`src/rtl/imm_compress.sv`:
```
// ---------------------------------------------------------------------------
// imm_compress
//
// Streaming 32-bit to 16-bit immediate compressor. Each accepted word leaves
// as a single halfword when sign-extending that halfword rebuilds the word
// ("short"). Otherwise it leaves as two halfwords, upper half first. This is
// the encoding side of the 16->32 sign-extension unit. Two usage counters
// track accepted words and accepted short words.
//
// Ports
//   clk        in   1   clock, rising edge
//   rst        in   1   asynchronous active-high reset
//   in_valid   in   1   in_data is valid
//   in_ready   out  1   word accepted this cycle when in_valid is also high
//                       (combinational from out_ready)
//   in_data    in  32   word to compress
//   out_valid  out  1   halfword beat is valid (registered)
//   out_ready  in   1   downstream accepts the beat
//   out_data   out 16   halfword payload (registered)
//   out_short  out  1   1 = whole word in this beat, sign-extend to recover
//   out_last   out  1   final beat of the current word
//   cnt_words  out 16   accepted words, wraps modulo 2^16
//   cnt_short  out 16   accepted short words, wraps modulo 2^16
// ---------------------------------------------------------------------------
module imm_compress (
  input  logic        clk,
  input  logic        rst,
  input  logic        in_valid,
  output logic        in_ready,
  input  logic [31:0] in_data,
  output logic        out_valid,
  input  logic        out_ready,
  output logic [15:0] out_data,
  output logic        out_short,
  output logic        out_last,
  output logic [15:0] cnt_words,
  output logic [15:0] cnt_short
);

  typedef enum logic [1:0] {
    IDLE  = 2'd0,
    SHORT = 2'd1,
    HI    = 2'd2,
    LO    = 2'd3
  } stateT;

  stateT       stateReg;
  stateT       stateNext;

  logic [15:0] loHoldReg;
  logic [15:0] outDataReg;
  logic [15:0] outDataNext;
  logic        outShortReg;
  logic        outShortNext;
  logic        outLastReg;
  logic        outLastNext;
  logic        outValidReg;
  logic        outValidNext;
  logic [15:0] cntWordsReg;
  logic [15:0] cntShortReg;

  logic [15:0] bitMatch;
  logic        wordIsShort;
  logic        inFire;
  logic        finalBeat;
  stateT       firstState;

  // A word is short when bits 31:16 all repeat bit 15, so the low
  // halfword already holds the full value in sign-extended form.
  genvar gi;
  generate
    for (gi = 0; gi < 16; gi++) begin : gShortTest
      assign bitMatch[gi] = in_data[16 + gi] ~^ in_data[15];
    end
  endgenerate

  assign wordIsShort = &bitMatch;

  // The last beat of a word may hand over to the next word in the same
  // cycle. That keeps short words at one per cycle. It also makes in_ready
  // depend combinationally on out_ready.
  assign finalBeat  = (stateReg == SHORT) || (stateReg == LO);
  assign in_ready   = (stateReg == IDLE) || (out_ready && finalBeat);
  assign inFire     = in_valid && in_ready;
  assign firstState = wordIsShort ? SHORT : HI;

  // ---------------------------------------------------------------------------
  // State and output registers
  // ---------------------------------------------------------------------------
  always_ff @(posedge clk or posedge rst) begin
    if (rst) begin
      stateReg    <= IDLE;
      outValidReg <= 1'b0;
      outDataReg  <= 16'h0000;
      outShortReg <= 1'b0;
      outLastReg  <= 1'b0;
    end else begin
      stateReg    <= stateNext;
      outValidReg <= outValidNext;
      outDataReg  <= outDataNext;
      outShortReg <= outShortNext;
      outLastReg  <= outLastNext;
    end
  end

  // ---------------------------------------------------------------------------
  // Next-state logic
  // ---------------------------------------------------------------------------
  always_comb begin
    stateNext = stateReg;
    case (stateReg)
      IDLE: begin
        if (inFire) begin
          stateNext = firstState;
        end
      end
      HI: begin
        if (out_ready) begin
          stateNext = LO;
        end
      end
      SHORT, LO: begin
        if (out_ready) begin
          stateNext = inFire ? firstState : IDLE;
        end
      end
      default: stateNext = IDLE;
    endcase
  end

  // ---------------------------------------------------------------------------
  // Next output values. With no accept and no handshake, every field holds.
  // That holds the beat stable under backpressure.
  // ---------------------------------------------------------------------------
  always_comb begin
    outValidNext = (stateNext != IDLE);
    outDataNext  = outDataReg;
    outShortNext = outShortReg;
    outLastNext  = outLastReg;

    if (inFire) begin
      outDataNext  = wordIsShort ? in_data[15:0] : in_data[31:16];
      outShortNext = wordIsShort;
      outLastNext  = wordIsShort;
    end else if ((stateReg == HI) && out_ready) begin
      outDataNext  = loHoldReg;
      outShortNext = 1'b0;
      outLastNext  = 1'b1;
    end else if (stateNext == IDLE) begin
      // Return to a clean idle bus so stale payload is never visible.
      outDataNext  = 16'h0000;
      outShortNext = 1'b0;
      outLastNext  = 1'b0;
    end
  end

  // ---------------------------------------------------------------------------
  // Lower-half holding register. It is loaded at accept, so the upstream
  // may change in_data while the upper half is still being sent.
  // ---------------------------------------------------------------------------
  always_ff @(posedge clk or posedge rst) begin
    if (rst) begin
      loHoldReg <= 16'h0000;
    end else if (inFire) begin
      loHoldReg <= in_data[15:0];
    end
  end

  // ---------------------------------------------------------------------------
  // Usage counters. They wrap naturally at 16 bits.
  // ---------------------------------------------------------------------------
  always_ff @(posedge clk or posedge rst) begin
    if (rst) begin
      cntWordsReg <= 16'h0000;
      cntShortReg <= 16'h0000;
    end else if (inFire) begin
      cntWordsReg <= cntWordsReg + 16'd1;
      if (wordIsShort) begin
        cntShortReg <= cntShortReg + 16'd1;
      end
    end
  end

  assign out_valid = outValidReg;
  assign out_data  = outDataReg;
  assign out_short = outShortReg;
  assign out_last  = outLastReg;
  assign cnt_words = cntWordsReg;
  assign cnt_short = cntShortReg;

endmodule
```
`config.mk`:
```
export PLATFORM = sky130hd
export DESIGN_NAME = imm_compress
export DESIGN_NICKNAME = d
export VERILOG_FILES = /design/src/rtl/imm_compress.sv
export SDC_FILE = /design/constraint.sdc
export NUM_CORES = 1
export LEC_CHECK = 0
export ABC_AREA = 1
export CORE_MARGIN = 4
export CORE_UTILIZATION = 50
export CTS_BUF_LIST = sky130_fd_sc_hd__clkbuf_8
export DETAILED_ROUTE_END_ITERATION = 6
export PLACE_DENSITY = 0.81
export SYNTH_ARGS = -nofsm -noshare
export SYNTH_HDL_FRONTEND = slang
export SYNTH_SLANG_ARGS = --single-unit
```
`constraint.sdc`:
```
create_clock -name clk -period 2.5 [get_ports clk]
set_input_delay 0.375 -clock clk [delete_from_list [all_inputs] [get_ports clk]]
set_output_delay 0.375 -clock clk [all_outputs]
set_load 0.01 [all_outputs]
```
Word level (Yosys, flattened, before mapping):

Cells that the tools add are included.

* input bits: 36
* flip-flop bits (word level): 69
* output and inout port bits: 52
* logic and storage cells: 56

* muxes and demuxes: 15
* bitwise operators: 16
* reduce and logical (&&, ||, !) cells: 12
* equal/unequal tests: 3
* $add $sub $neg: 2

Operator list (number)
* 16-bit two-way mux: 4
* 16-bit by 1-bit adder with 16-bit output, second input constant: 2
* 17-bit AND reduction: 1
* 16-bit AND reduction: 1
* 1-bit XNOR: 16
* 2-bit two-way mux: 5
* 2-bit one-hot mux with 3 select lines: 1
* 1-bit two-way mux: 5
* 2-bit equality test, second input constant: 2
* 2-bit logical NOT: 2
* 1-bit logical AND: 3
* 3-bit nonzero test: 1
* 2-bit by 1-bit equality test with 1-bit output, second input constant: 1
* 1-bit logical OR: 2
* 2-bit nonzero test: 1
* 2-bit OR reduction: 1

Depth between registers and ports, before layout:

Gate-level depths: netlist of the first run.

* depth in word-level cells: 12
* depth in mapped cells: 10

Worst setup path after synthesis of the first run:

No wires, ideal clock.

* path type: reg2reg
* start: reg cntShortReg[0] (netlist: cnt_short[0])
* end: reg cntShortReg[14] (netlist: cnt_short[14])
* buffers on the path: 0
* data arrival time: 1.301 ns
* required time: 2.384 ns
* setup slack: 1.083 ns
* stages on the path, launching flop included: 8
* period minus slack after synthesis: 1.417 ns
* cell sequence: dfrtp_1 ha_1 inv_1 nor3_1 nand3_1 xnor2_1 nand2_1 nand2_1

* cells in the longest elaborated chain, start to end: 1

Ends and longest elaborated chain
* start, declared: line 60 `logic [15:0] cntShortReg;`
* start signal, assigned: line 179 `cntShortReg <= cntShortReg + 16'd1;`
* 16-bit by 1-bit adder with 16-bit output: line 179

Every way passes these cells.
A chain may end at the register's enable or synchronous reset.

Worst setup path after layout of the first run:

* start: in out_ready
* end: out in_ready

* cells in the longest elaborated chain, start to end: 2

Ends and longest elaborated chain
* start, declared: line 32 `input logic out_ready,`
* 1-bit logical AND: line 83 `assign in_ready = (stateReg == IDLE) || (out_ready && finalBeat);`
* 1-bit logical OR: line 83
* end, declared: line 29 `output logic in_ready,`

Every way passes these cells.

==> results of run 1 <==
==> worst paths after layout <==
kind	start	endpoint	slack, ns	cells past startpoint
worst min register to register	out_short$_DFFE_PP0P_	out_short$_DFFE_PP0P_	0.49	2
max in group asynchronous	rst	out_data[2]$_DFFE_PP0P_	1.78	3
min in group clk	out_short$_DFFE_PP0P_	out_short$_DFFE_PP0P_	0.49	2
worst min-delay path	rst	cnt_words[9]$_DFFE_PP0N_	0.41	3
worst max register to register	stateReg[0]$_DFF_PP0_	out_data[4]$_DFFE_PP0P_	0.82	9
worst max-delay path	out_ready	in_ready	0.34	6
==> registers in the layout, summed over array words and instances, names as in the netlist <==
register   flops
cnt_short     16
cnt_words     16
loHoldReg     16
out_data      16
out_last       1
out_short      1
out_valid      1
stateReg       2
==> power groups by stage <==
stage | clock [mW] | sequential, mW | combinational [mW]
6_report | 0.997 | 1.69 | 1.34
5_1_grt | 1.06 | 1.74 | 1.51
4_1_cts | 1.00 | 1.69 | 1.36
3_5_place_dp | 0 | 1.70 | 1.35
3_3_place_gp | 0 | 1.70 | 1.30
2_1_floorplan | 0 | 1.72 | 0.660
==> area by class of cell <==
type,count,area (µm²),area share [%]
flip-flops and latches,69,1730,35.9
multi-input cells,336,1630,33.8
repair buffers,93,928,19.3
inverters,52,195,4.06
clock buffers,9,124,2.57
well taps,96,120,2.50
clock inverters,7,90.1,1.87
==> metrics by stage <==
stage | utilization, % | setup slack, ns
floorplan | - | 0.385
global route | 69.3 | 0.253
CTS | 69.3 | 0.342
finish | 69.3 | 0.336
detailed placement | 66.2 | 0.227
global placement | 66.2 | 0.234
==> layout by cell type, fill, tap and decap left out, types with 2 or more instances in the layout <==
cell,instances
nand2_1,137
clkdlybuf4s50_1,87
o21ai_0,19
or2_1,2
a21oi_1,3
xnor2_1,10
ha_1,2
clkinv_2,3
nand3b_1,2
inv_1,48
clkinvlp_4,2
xor2_1,16
inv_2,4
nand3_1,50
nor3_1,5
nand4_1,19
dfrtp_1,69
buf_4,5
nand2_4,2
nor2_1,52
o21ai_1,11
bufinv_16,2
clkbuf_8,9
==> synth_stat cells, types with 3 or more instances <==
master    number
nand2_1      137
inv_2          3
nand3_1       50
o21ai_0       19
nor2_1        52
dfrtp_1       69
o21ai_1       11
buf_2          9
a21oi_1        3
clkbuf_1       3
inv_1         49
nand4_1       19
nor3_1         5
xnor2_1       10
xor2_1        16
==> worst max-delay path, stage by stage <==
cell and delay [ns]:
clkdlybuf4s50_1 0.52, inv_1 0.09, nand2_1 0.06, nand2_1 0.09
inv_1 0.11, clkdlybuf4s50_1 0.54
==> kinds of logic after synthesis <==
logic type / count (synthesis) / synth area share, %
AO/OA/AOI/OAI: 35 / 4.98
adder cells (fa/ha/maj): 2 / 0.686
XOR/XNOR: 26 / 6.25
AND/OR/NAND/NOR: 273 / 32.8
flip-flops: 69 / 47.4
buffers and inverters: 68 / 7.93
==> routing by layer <==
metal | wire length, µm | part of all wire, % | track usage, % | up-vias
li1 | - | - | - | 1681
met1 | 4080 | 44 | 30.0 | 1603
met2 | 4320 | 47 | 35.3 | 136
met3 | 666 | 7.3 | 3.70 | 11
met4 | 118 | 1.3 | 6.96 | 0
met5 | 0 | 0 | 0 | -
==> flow_summary_export.csv, run 1 <==
group,metric,value,unit
timing,worst_pin_slew,0.418,ns
min_path,hold_class,"in2async",
clock_network,ctsResizeCount,0,
timing,skew,0.0124,ns
critical_path,path_max_fanout,3,
run_status,outcome,"completed",
clock_network,root_buffer,"clkbuf_8",
yosys,synth_top_cells_by_area,"dfrtp_1 (47%), nand2_1 (14%), nand3_1 (6.9%), nor2_1 (5.4%), inv_1 (5.0%)",
global_routing,grt_usage,21.9,%
detailed_routing,drt_first_pass_iters,5,
pwr,p_per_area,839,nW/µm²
clock_network,cts.clk_slew.worst_paths,0.08,ns
layout,antenna_cells,0,
die,initial_core_util,52.5,%
global_routing,grt_pass1_vias,3292,
timing,fin_crit,2.16,ns
clock_network,cts_buffers,9,
die,die_h,93.4,µm
global_routing,antenna_found_initial,0,
yosys,yosys.area.top_type,"dfrtp_1",
timing,drv_slew,0,
yosys,syn_avg_cell_area,7.71,µm²
clock_network,cts.sinks,69,
layout,nFillCells,578,
global_routing,grt_pass1_wl,15300,µm
yosys,synthCells,473,
yosys,synth_cell_types,27,
yosys,ys_ff_latch,69,
yosys,syn_area,3640,µm²
detailed_routing,antenna_left,0,
timing,finalHoldViolations,0,
critical_path,required,2.12,ns
job,drv_cap,0,
detailed_routing,wl_per_cell,13.9,µm
yosys,yosysSeqAreaShare,47.4,%
critical_path,crit_path_end_kind,"primary output",
detailed_routing,drtIter0Drc,265,
detailed_routing,dr_total_vias,3431,
pwr,power_frac_seq,42.0,%
layout,final_area,4810,µm²
die,core-area,6940,µm²
placement,placed_area,4600,µm²
critical_path,worstSetupPathType,"in2out",
pwr,p_total,4.04,mW
yosys,synthArstFlopShare,100,%
clock_network,tritoncts,"yes",
clock_network,post_cts_buffers,0,
yosys,synth_edf_count,0,
global_routing,grt-ovfl-total,0,
pwr,ir_worst_vdd,430,µV
timing,slew_headroom,72.1,%
pwr,intPower,2.64,mW
layout,drive_gt1_share,5.83,%
yosys,yosysWarnings,0,
yosys,synthFlopType,"dfrtp_1",
layout,area_delta_synth_final,32.1,%
timing,fmax,462,MHz
timing,finalSetupTns,0,ns
yosys,yosysTopAreaCellShare,47.4,%
pwr,power_switching,1.40,mW
clock_network,h-tree-depth,3,
layout,instances_no_fill,662,
timing,rsz0062_at_grt,"no",
placement,io_buffers,87,
die,dieWidth,93.4,µm
layout,fin_nets,599,
detailed_routing,via_per_inst,5.18,
pwr,p_sw_share,34.7,%
clock_network,clock_latency,0.35,ns
yosys,synth_nets,511,
die,io_pins,88,
die,die_area,8720,µm²
pwr,p_clk_share,24.7,%
pwr,p_leak,2.24,nW
placement,hpwlAfterDp,6450,µm
placement,dp_cells,646,
timing,setup_viol,0,
global_routing,grt_max_degree,70,
clock_network,hold_buffers,0,
pwr,p_comb_share,33.3,%
critical_path,start_kind,"primary input",
timing,min_period_over_period,86.6,%
detailed_routing,drcViolationCount,0,
die,num_rows,30,
timing,whs,0.413,ns
critical_path,worstPathArrival,1.79,ns
clock_network,clockBufferDepth,2,
placement,gp_congestion,0.867,
detailed_routing,wirelength,9180,µm
Note: power is estimated with default switching activity, not from simulation.
==> run 2, diff against run 1 <==
- GPL_TIMING_DRIVEN: not set -> 0
- MAX_ROUTING_LAYER: not set -> met4
==> run 2 against run 1 <==
  * Cell count is 1.5% higher
  * Sequential share of layout area is 0.12 points lower
  * Power decreased by 2.4%
  * First-iteration DRC count fell by 20%
  * Critical endpoint unchanged
  * Wire length shrank 2.3%
  * Sequential power about the same
  * Die area unchanged
  * Fmax down 0.40%
==> flow_summary_export.csv, run 2 (synthesized netlist as in run 1, its figures left out) <==
group,metric,value,unit
run_status,outcome,"completed",
critical_path,crit_path_end_kind,"primary output",
pwr,intPower,2.54,mW
placement,hpwlAfterDp,6690,µm
die,io_pins,88,
timing,fmax,460,MHz
placement,placed_area,4640,µm²
die,core-area,6940,µm²
critical_path,r2r_start,"stateReg[0]$_DFF_PP0_",
timing,setup_slack,0.327,ns
detailed_routing,dr_total_vias,3417,
global_routing,grt_usage,22.7,%
critical_path,cp_num_cells,6,
clock_network,root_buffer,"clkbuf_8",
placement,dpl_worst_slack,0.330,ns
clock_network,tritoncts,"yes",
layout,layout_common_cells,"nand2_1 (137), clkdlybuf4s50_1 (87), dfrtp_1 (69)",
global_routing,grtUsageMet3,4.26,%
layout,area_delta_synth_final,32.5,%
layout,fin_nets,609,
pwr,p_clk_share,22.6,%
global_routing,met1_usage,30.3,%
clock_network,hold_buffers,0,
global_routing,grt_pass1_wl,15400,µm
pwr,p_sw_share,35.4,%
global_routing,use_met2,35.9,%
critical_path,cp_num_buf_inv,4,
detailed_routing,drt_first_pass_iters,5,
placement,io_buffers,87,
pwr,p_leak,2.25,nW
clock_network,cts.sinks,69,
detailed_routing,drtIter0Drc,212,
critical_path,crit_start,"out_ready",
timing,rsz0062_at_grt,"no",
layout,antenna_cells,0,
timing,finalSetupTns,0,ns
critical_path,cp-endpoint,"in_ready",
placement,dp_cells,656,
critical_path,crit_family,"buffers and inverters",
clock_network,h-tree-depth,3,
die,die_h,93.4,µm
critical_path,worstPathArrival,1.80,ns
die,num_rows,30,
clock_network,cts.clk_slew.worst_paths,0.07,ns
timing,skew,0.0117,ns
die,dieWidth,93.4,µm
critical_path,required,2.12,ns
pwr,p_comb_share,35.0,%
detailed_routing,wirelength,8970,µm
clock_network,cts_buffers,9,
critical_path,cp_slowest_stage_delay,0.54,ns
detailed_routing,antenna_left,0,
timing,fin_crit,2.17,ns
critical_path,r2r-end,"out_data[4]$_DFFE_PP0P_",
layout,utilization,69.5,%
global_routing,grt-busiest-layer,"met2",
detailed_routing,drcViolationCount,0,
timing,drv_slew,0,
layout,instances_no_fill,672,
pwr,ir_worst_vdd,434,µV
global_routing,grt-ovfl-total,0,
min_path,hold_class,"reg2reg",
placement,gp_congestion,0.906,
pwr,power_switching,1.40,mW
clock_network,clock_latency,0.35,ns
critical_path,reg2reg_depth,6,
job,drv_cap,0,
critical_path,start_kind,"primary input",
timing,worst_pin_slew,0.843,ns
critical_path,path_max_fanout,3,
timing,finalHoldViolations,0,
clock_network,clockBufferDepth,2,
detailed_routing,via_per_inst,5.08,
detailed_routing,wl_per_cell,13.4,µm
layout,drive_gt1_share,6.77,%
critical_path,worstSetupPathType,"in2out",
global_routing,grt_pass1_vias,3401,
die,die_area,8720,µm²
timing,slew_headroom,43.8,%
layout,final_area,4830,µm²
pwr,power_frac_seq,42.4,%
critical_path,cp_slowest_cell,"clkdlybuf4s50_1",
timing,min_period_over_period,86.9,%
layout,nFillCells,568,
timing,whs,0.489,ns
global_routing,antenna_found_initial,0,
critical_path,worstPathCellList,"clkdlybuf4s50_1 -> inv_1 -> nand2_1 -> nand2_1 -> inv_1 -> clkdlybuf4s50_1",
die,initial_core_util,52.5,%
clock_network,ctsResizeCount,0,
pwr,p_per_area,816,nW/µm²
timing,setup_viol,0,
clock_network,post_cts_buffers,0,
critical_path,rrSetupSlack,0.78,ns
pwr,p_total,3.94,mW
layout,final_common_cell,"nand2_1",
global_routing,grt_max_degree,70,
## run 2: changes by cell type in the layout (fill, tap and decap cells not counted), sizes merged
cell / before / now
inv: 52 / 53
buf: 6 / 13
bufinv: 2 / 1
clkbuf: 9 / 12
## run 2: how the worst min path moves through the flow
stage	from	endpoint	slack (ns)	depth (start not counted)
detailed placement	loHoldReg[4]$_DFFE_PP0N_	loHoldReg[4]$_DFFE_PP0N_	0.47	2
global placement	loHoldReg[8]$_DFFE_PP0N_	loHoldReg[8]$_DFFE_PP0N_	0.47	2
floorplan	loHoldReg[0]$_DFFE_PP0N_	loHoldReg[0]$_DFFE_PP0N_	0.45	2
CTS	loHoldReg[4]$_DFFE_PP0N_	loHoldReg[4]$_DFFE_PP0N_	0.49	2
global route	out_short$_DFFE_PP0P_	out_short$_DFFE_PP0P_	0.51	2
finish	loHoldReg[4]$_DFFE_PP0N_	loHoldReg[4]$_DFFE_PP0N_	0.49	2
## run 2: cell type report
class / instances / area [µm²] / area share, %
Tap cell: 96 / 120 / 2.49
Multi-Input combinational cell: 336 / 1630 / 33.7
Buffer: 16 / 93.8 / 1.94
Clock buffer: 9 / 124 / 2.56
Sequential cell: 69 / 1730 / 35.8
Inverter: 52 / 198 / 4.09
Timing Repair Buffer: 87 / 871 / 18.0
Clock inverter: 7 / 67.6 / 1.40
## run 2: worst register-to-register path, cell delays in order (launching register included)
cell and delay, ns:
dfrtp_1 0.40, inv_2 0.08, nand2_1 0.07, nor2_1 0.43
clkbuf_1 0.45, nand2_1 0.12, nand4_1 0.12
## run 2: power groups by stage
stage	Sequential [mW]	Combinational (mW)	Clock, mW
2_1_floorplan	1.72	0.660	0
3_3_place_gp	1.69	1.35	0
3_5_place_dp	1.68	1.38	0
4_1_cts	1.67	1.39	0.905
5_1_grt	1.71	1.54	0.954
6_report	1.67	1.38	0.892
## run 2: layer usage
metal  vias up  share of wire, %
li1       1705                 -
met1      1573                45
met2       129                47
met3        10               6.3
met4         0               1.1
met5         -                 0
